[src/rtl/run_det_sched_pkg.sv]
// Shared defaults for the run-length detection scheduler.
package run_det_pkg;

   localparam int unsigned N_CH       = 4;
   localparam int unsigned CNT_W      = 3;
   localparam int unsigned DEF_THRESH = 3;
   localparam int unsigned CH_W       = $clog2(N_CH);
   localparam int unsigned CNT_MAX    = (1 << CNT_W) - 1;

endpackage

[src/rtl/run_det_sched_rr_arbiter.sv]
// Combinational round-robin arbiter: first requester at or after ptr_i wins.
module rr_arbiter
   import run_det_pkg::*;
#(
   parameter int unsigned N  = N_CH,
   parameter int unsigned PW = CH_W
) (
   input  logic [N-1:0]  req_i,
   input  logic [PW-1:0] ptr_i,
   output logic [N-1:0]  gnt_o,
   output logic [PW-1:0] idx_o,
   output logic          any_o
);

   always_comb begin
      int unsigned j;
      j     = 0;
      gnt_o = '0;
      idx_o = '0;
      any_o = 1'b0;
      for (int unsigned k = 0; k < N; k++) begin
         j = (32'(ptr_i) + k) % N;
         if (!any_o && req_i[j]) begin
            any_o    = 1'b1;
            gnt_o[j] = 1'b1;
            idx_o    = PW'(j);
         end
      end
   end

endmodule

[src/rtl/run_det_sched.sv]
// Time-shared consecutive-1s detector: one engine, per-channel run counter
// and detect table, round-robin scheduled.
module run_det_sched #(
   parameter int unsigned  N_CH       = run_det_pkg::N_CH,
   parameter int unsigned  CNT_W      = run_det_pkg::CNT_W,
   parameter int unsigned  DEF_THRESH = run_det_pkg::DEF_THRESH,
   localparam int unsigned CH_W       = (N_CH > 1) ? $clog2(N_CH) : 1
) (
   input  logic             clk,
   input  logic             rst,
   input  logic [N_CH-1:0]  req,
   input  logic [N_CH-1:0]  bit_in,
   output logic [N_CH-1:0]  gnt,
   input  logic             cfg_we,
   input  logic [CNT_W-1:0] cfg_thresh,
   output logic [N_CH-1:0]  detect,
   output logic             hit_v,
   output logic [CH_W-1:0]  hit_ch,
   output logic [CNT_W-1:0] thresh_q
);

   import run_det_pkg::*;

   localparam logic [CNT_W-1:0] SAT        = '1;
   localparam logic [CNT_W-1:0] THRESH_RST = CNT_W'(DEF_THRESH);

   logic [N_CH-1:0]  req_ok;
   logic [CH_W-1:0]  ptr_q, ptr_d;
   logic [CH_W-1:0]  g;
   logic             gnt_any;

   logic [CNT_W-1:0] cnt_q [N_CH];
   logic [CNT_W-1:0] cnt_d [N_CH];
   logic [N_CH-1:0]  detect_q, detect_d;
   logic             hit_v_q, hit_v_d;
   logic [CH_W-1:0]  hit_ch_q, hit_ch_d;
   logic [CNT_W-1:0] thresh_d;
   logic [CNT_W-1:0] cnt_new;
   logic             det_new;

   // Grant is masked while reset is held so no bit is consumed in that cycle.
   assign req_ok = rst ? req : '0;

   rr_arbiter #(
      .N  (N_CH),
      .PW (CH_W)
   ) u_arb (
      .req_i (req_ok),
      .ptr_i (ptr_q),
      .gnt_o (gnt),
      .idx_o (g),
      .any_o (gnt_any)
   );

   always_comb begin
      cnt_d    = cnt_q;
      detect_d = detect_q;
      ptr_d    = ptr_q;
      hit_v_d  = 1'b0;
      hit_ch_d = hit_ch_q;
      cnt_new  = '0;
      det_new  = 1'b0;
      if (gnt_any) begin
         if (bit_in[g])
            cnt_new = (cnt_q[g] == SAT) ? SAT : cnt_q[g] + CNT_W'(1);
         det_new     = (cnt_new >= thresh_q);
         cnt_d[g]    = cnt_new;
         detect_d[g] = det_new;
         ptr_d       = (g == CH_W'(N_CH - 1)) ? '0 : g + CH_W'(1);
         if (det_new && !detect_q[g]) begin
            hit_v_d  = 1'b1;
            hit_ch_d = g;
         end
      end
   end

   // A zero threshold would make every idle channel detect; clamp to 1.
   always_comb begin
      thresh_d = thresh_q;
      if (cfg_we)
         thresh_d = (cfg_thresh == '0) ? CNT_W'(1) : cfg_thresh;
   end

   always_ff @(posedge clk or negedge rst) begin
      if (!rst) begin
         ptr_q    <= '0;
         detect_q <= '0;
         hit_v_q  <= 1'b0;
         hit_ch_q <= '0;
         thresh_q <= THRESH_RST;
         for (int unsigned i = 0; i < N_CH; i++)
            cnt_q[i] <= '0;
      end else begin
         ptr_q    <= ptr_d;
         detect_q <= detect_d;
         hit_v_q  <= hit_v_d;
         hit_ch_q <= hit_ch_d;
         thresh_q <= thresh_d;
         for (int unsigned i = 0; i < N_CH; i++)
            cnt_q[i] <= cnt_d[i];
      end
   end

   assign detect = detect_q;
   assign hit_v  = hit_v_q;
   assign hit_ch = hit_ch_q;

endmodule

[config.mk]
export PLATFORM = sky130hd
export DESIGN_NAME = run_det_sched
export DESIGN_NICKNAME = d
export VERILOG_FILES = /design/src/rtl/run_det_sched_pkg.sv /design/src/rtl/run_det_sched_rr_arbiter.sv /design/src/rtl/run_det_sched.sv
export SDC_FILE = /design/constraint.sdc
export NUM_CORES = 1
export LEC_CHECK = 0
export CORE_UTILIZATION = 50
export CTS_CLUSTER_SIZE = 28
export DETAILED_ROUTE_END_ITERATION = 8
export PLACE_DENSITY_LB_ADDON = 0.1
export SETUP_SLACK_MARGIN = 0.15
export SYNTH_ARGS = -nofsm -noshare
export SYNTH_HDL_FRONTEND = slang
export SYNTH_SLANG_ARGS = --single-unit
[constraint.sdc]
create_clock -name clk -period 5.7 [get_ports clk]
set_input_delay 0.57 -clock clk [delete_from_list [all_inputs] [get_ports clk]]
set_output_delay 0.57 -clock clk [all_outputs]
set_load 0.03 [all_outputs]
After elaboration in Yosys (flattened, before gate mapping)

Index checks and enable logic that the tools add are counted.
Widths: inputs -> output; s select.

ROM bits: 0
Register bits after elaboration: 24
Output and inout bits: 14
Latch bits: 0
Memories: 0
Bits in writable memories: 0
Word-level logic and storage cells: 98
Input port bits: 14

Magnitude comparators: 13
Shift-type cells: 0
Eq/ne operators: 2
Mux-type cells: 49
$mul: 0
Add/subtract/negate cells: 5
Bitwise operators: 4
Reductions and logical operators: 16
Div/mod/pow operators: 0

Operator list:

| cell                | count |
|---|---|
| $mux 3              | 7 |
| $mux 4              | 5 |
| $mux 1              | 17 |
| $lt 2x3->1 const B  | 5 |
| $bmux 1 s2          | 6 |
| $bwmux 12           | 1 |
| $or 4x4->4          | 3 |
| $demux 1 s2         | 5 |
| $ge 2x1->1 const B  | 5 |
| $logic_and 1x1->1   | 10 |
| $mux 2              | 5 |
| $bmux 3 s2          | 1 |
| $demux 3 s2         | 1 |
| $add 2x1->2 const B | 2 |
| $add 2x2->2 const B | 2 |
| $bwmux 4            | 1 |
| $logic_not 1->1     | 4 |
| $add 3x1->3 const B | 1 |
| $eq 3x3->1 const B  | 1 |
| $ge 3x3->1          | 1 |
| $ge 3x3->1 const B  | 1 |
| $logic_not 3->1     | 1 |
| $lt 3x1->1 const B  | 1 |
| $not 2->3           | 1 |
| other kinds (2)     | 2 |

Depth between registers and ports, before layout

Depth in word-level cells: 25
Mapped depth: 21
Gate-level depth less buffers: 20

Modules after synthesis

A second synthesis with hierarchy kept.

Cells, all modules: 148
Area total of the unflattened synthesis: 1,630.3 µm²

Modules (own cells, without submodules):

| module        | times used | sequential area each (µm²) | cells each | area each (µm²) |
|---|---|---|---|---|
| run_det_sched | 1          | 603.1                      | 103        | 1,211.2 |
| rr_arbiter    | 1          | 0.0                        | 45         | 419.2 |

Worst setup path after synthesis

No wires, ideal clock.

Path kind: register -> register
Start: register ptr_q[0]
End: register hit_ch_q[0], in the netlist hit_ch[0]
Path buffers: 1
Setup slack: 1.607 ns
Clock period less this slack: 4.093 ns
Required time: 5.575 ns
Cell stages (with the launch flop): 21
Arrival time: 3.968 ns
Cells stage by stage: dfrtp_1 buf_6 inv_1 ha_1 nand2b_1 o2bb2ai_4 a21boi_4 nor2b_2 mux2i_4 a211oi_1 a21oi_1 ha_1 and3_1 o31a_4 ha_1 a21o_1 a21oi_1 nor2b_1 nand3_1 nand2_1 mux2_2

Cells in the longest elaborated chain, start to end: 23
Elaborated cells between the ends (all ways): 42

Ends and longest elaborated chain:

| element                                              | RTL line            | RTL |
|---|---|---|
| from (decl)                                          | run_det_sched.sv:28 | `logic [CH_W-1:0] ptr_q, ptr_d;` |
| from (signal assigned)                               | run_det_sched.sv:94 | `ptr_q <= ptr_d;` |
| branches (longest 23 deep; another with $add 2x1->2) | -                   |  |
| to (signal assigned)                                 | run_det_sched.sv:97 | `hit_ch_q <= hit_ch_d;` |
| to (decl)                                            | run_det_sched.sv:36 | `logic [CH_W-1:0] hit_ch_q, hit_ch_d;` |

Several ways; the timed one is not identified. The select of a mux whose other input is x is not followed.
A chain may end at the register's enable or synchronous reset.

Final worst setup path

Same ends and word-level chain as after synthesis.

==> metrics.md <==
| Metric | Value |
|---|---|
| Worst path required time | `5920 ps` |
| R2r worst-path depth | `19` |
| Final Critical Period | `4730 ps` |
| Design area | `0.00204 mm2` |
| Static Leak | `roughly 0.90 nW` |
| Async set-reset flop share out of synthesis | `1.00` |
| Die H | `60.0 um` |
| DRT Pass-1 Iters | `4` |
| Post-DP HPWL | `2780 um` |
| Final #Nets | `around 230` |
| R2r setup slk | `around 970 ps` |
| Placed cell area | `0.00200 mm2` |
| Post-synth top area share | `0.328` |
| Power density over the cells | `519 mW/mm2` |
| Largest stage delay on the critical path | `670 ps` |
| Pre-CTS WS | `850 ps` |
| Die width | `60.0 um` |
| Total die area | `approximately 0.0036 mm2` |
| Clock Tree Root | `clkbuf_4` |
| Crit Reg-Reg Startpoint | `ptr_q[0]` |
| PostCTS Resize Cnt | `0` |
| Syn-to-layout area delta | `21.4%` |
| Wire per inst | `13.8 um` |
| Final setup margin | `971 ps` |
| WHS | `slightly above 500 ps` |
| Most frequent cell after synthesis | `nand2_1` |
| DRC violation count after routing | `0` |
| Placer Congestion | `0.791` |
| Worst hold endpoint | `cnt_q[11]` |
| Worst Tran Pin Value | `508 ps` |
| Buffers on Ports | `27` |
| Fmax | `211 MHz` |
| Synth Register Bits | `24` |
| Non-filler cells in the finished layout | `244` |
| Fillers | `270` |
| CP top delay family | `compound AO/OA/AOI/OAI gates` |
| Clock buffer depth | `2` |
| Num Clock Sinks | `24` |
| WS Path Type | `flip-flop to flip-flop` |
| Ant. Diodes | `0` |
| Final Total Pwr | `between 1 and 1.5 mW` |
| Post-Syn Area | `0.00168 mm2` |
| Global-route wire length before repair | `between 5000 and 6000 um` |
| Core Box Area | `0.00313 mm2` |
| Post-CTS Setup Bufs | `0` |
| GRT overflow | `0` |
| Starting Density | `0.537` |
| Post-synth EDFFs | `0` |
| Aggregate negative setup slack | `0 ps` |
| Crit path max fanout | `11` |
| Sequential-to-total area share from yosys stat | `0.359` |
| Worst path slowest cell | `dfrtp_1` |
| CTS Buf Count | `3` |
| Final-report hold violation count | `0` |
| DR vias | `~1400` |
| I/O Pins | `28` |
| Synth Net Count | `196` |
| Gate Count Post-Synth | `170` |
| Critical path startpoint category | `flip-flop` |
| Worst Path Buf+Inv | `1` |
| DR iter-0 viols | `between 100 and 150` |
| Worst skew pair latency | `320 ps` |
| Cells after DPL | `240` |
| Via density | `5.53` |
| Largest net degree at the start of global routing | `17` |
| Hold path cells | `2` |
| Distinct cells, synth | `38` |
| Post-Route WL | `3380 um` |
| CTS tree | `done` |
| Synth area leader | `dfrtp_1` |
| Cell mode on critical path | `ha_1` |
| Largest cells by area after synthesis | `dfrtp_1 33%, mux2i_1 9.5%, ha_1 8.9%, o21ai_0 5.7%, nand2_1 5.1%` |
| Final Max Slew Viols | `0` |
| Initial antenna violation count | `0` |
| Max Cap Viol | `0` |
| Outcome | `completed` |
| Remaining antenna violation count | `0` |
| Critical path, cell by cell | `inv_1 -> ha_1 -> and2_1 -> o2bb2ai_4 -> a21boi_4 -> nor2b_2 -> mux2i_4 -> mux2i_1 -> ha_1 -> a21boi_1 -> nand2b_1 -> ha_1 -> nand2b_1 -> a21o_1 -> a21oi_1 -> nor2b_1 -> nand3_1 -> nand2_1 -> mux2_2` |
| Vias in the first global route | `1292` |
| Main flop type after synthesis | `dfrtp_1` |
| RSZ-0062 raised after global routing | `no` |
| Worst hold path class | `flip-flop to flip-flop` |
| VDD IR max | `222 uV` |
| HP Start | `cnt_q[11]` |
| Hold_buf cts | `0` |
| # setup viols final | `0` |
| Cell Rows | `20` |
| Relative slew slack | `0.661` |
| Syn avg cell area | `9.88 um2` |
| CTS clk-pin slew, worst paths | `130 ps` |
| Reg-to-reg endpoint | `hit_ch[0]` |
| Endpoint kind of the worst setup timing path | `flip-flop` |
| Post-layout utilization of the core | `0.652` |
| Layout cells sized above 1 | `0.110` |
| Ys Warns | `0` |
| Crit path DAT | `4950 ps` |
| H-Tree Depth | `1` |
| GRT Util Overall | `0.220` |
| Clock skew | `2.22 ps` |
| Period Utilization, post-route | `0.830` |
| Top post-synthesis cells by count | `23 x nand2_1, 22 x dfrtp_1, 19 x o21ai_0` |
worst register-to-register path, cell delays in order, from the launching register on:
cell and delay (ps):
dfrtp_1 670, inv_1 260, ha_1 410, and2_1 190, o2bb2ai_4 170, a21boi_4 270
nor2b_2 100, mux2i_4 340, mux2i_1 290, ha_1 230, a21boi_1 120, nand2b_1 160
ha_1 270, nand2b_1 140, a21o_1 190, a21oi_1 260, nor2b_1 100, nand3_1 110
nand2_1 80, mux2_2 270
how the worst max path moves through the flow:
stage               cells after the start  startpoint  slack, ps         to
detailed placement                     19         rst        850  hit_ch[0]
CTS                                    17    ptr_q[0]        950  hit_ch[0]
global placement                       17         rst        920  hit_ch[0]
global route                           19    ptr_q[0]        530  hit_ch[0]
floorplan                              20    ptr_q[0]       1610  hit_ch[0]
finish                                 19    ptr_q[0]        970  hit_ch[0]
layout make-up:
| class | instances | area (um2) | area share |
|---|---|---|---|
| Multi-Input combinational cell | 133 | 1020 | 0.499 |
| Clock buffer | 4 | 36.3 | 0.0178 |
| Sequential cell | 24 | 603 | 0.296 |
| Tap cell | 44 | 55.1 | 0.0270 |
| Timing Repair Buffer | 30 | 293 | 0.144 |
| Inverter | 9 | 33.8 | 0.0166 |
layer usage:
layer | vias up | part of all wire | global-route usage
met5 | - | 0 | 0
met4 | 0 | 0.013 | 0.0698
met3 | 5 | 0.025 | 0.0260
met2 | 28 | 0.48 | 0.363
met1 | 637 | 0.49 | 0.299
li1 | 680 | - | -
where the power goes:
group,total (mW),internal (mW),switching (mW)
logic,0.685,0.306,0.379
clock network,0.0904,0.0391,0.0513
registers,0.283,0.232,0.0508
placed cells by master (no fill, tap or decap), drive strengths merged, types with 2 or more instances in the layout:
| cell | n |
|---|---|
| clkdlybuf4s50 | 27 |
| clkbuf | 4 |
| or3 | 2 |
| and3 | 2 |
| nor2b | 4 |
| ha | 12 |
| mux2 | 6 |
| o21ai | 20 |
| dfrtp | 22 |
| a211oi | 2 |
| nand2b | 5 |
| a22oi | 8 |
| nor2 | 5 |
| nand3 | 7 |
| a21boi | 3 |
| buf | 3 |
| nand2 | 23 |
| mux2i | 18 |
| inv | 9 |
| dfstp | 2 |
| a21oi | 5 |
cells by family after synthesis:
| group | after synthesis | synth area share |
|---|---|---|
| AND/OR/NAND/NOR | 49 | 0.137 |
| AO/OA/AOI/OAI | 46 | 0.197 |
| multiplexers | 25 | 0.178 |
| flip-flops | 24 | 0.359 |
| buffers and inverters | 13 | 0.0350 |
| adder cells (fa/ha/maj) | 12 | 0.0893 |
| XOR/XNOR | 1 | 0.00521 |
state kept, by name, summed over array words and instances, names as in the netlist:
| register | count |
|---|---|
| cnt_q | 12 |
| hit_ch | 2 |
| thresh_q | 3 |
| hit_v | 1 |
| detect | 4 |
| ptr_q | 2 |
Note: power is estimated with default switching activity, not from simulation.
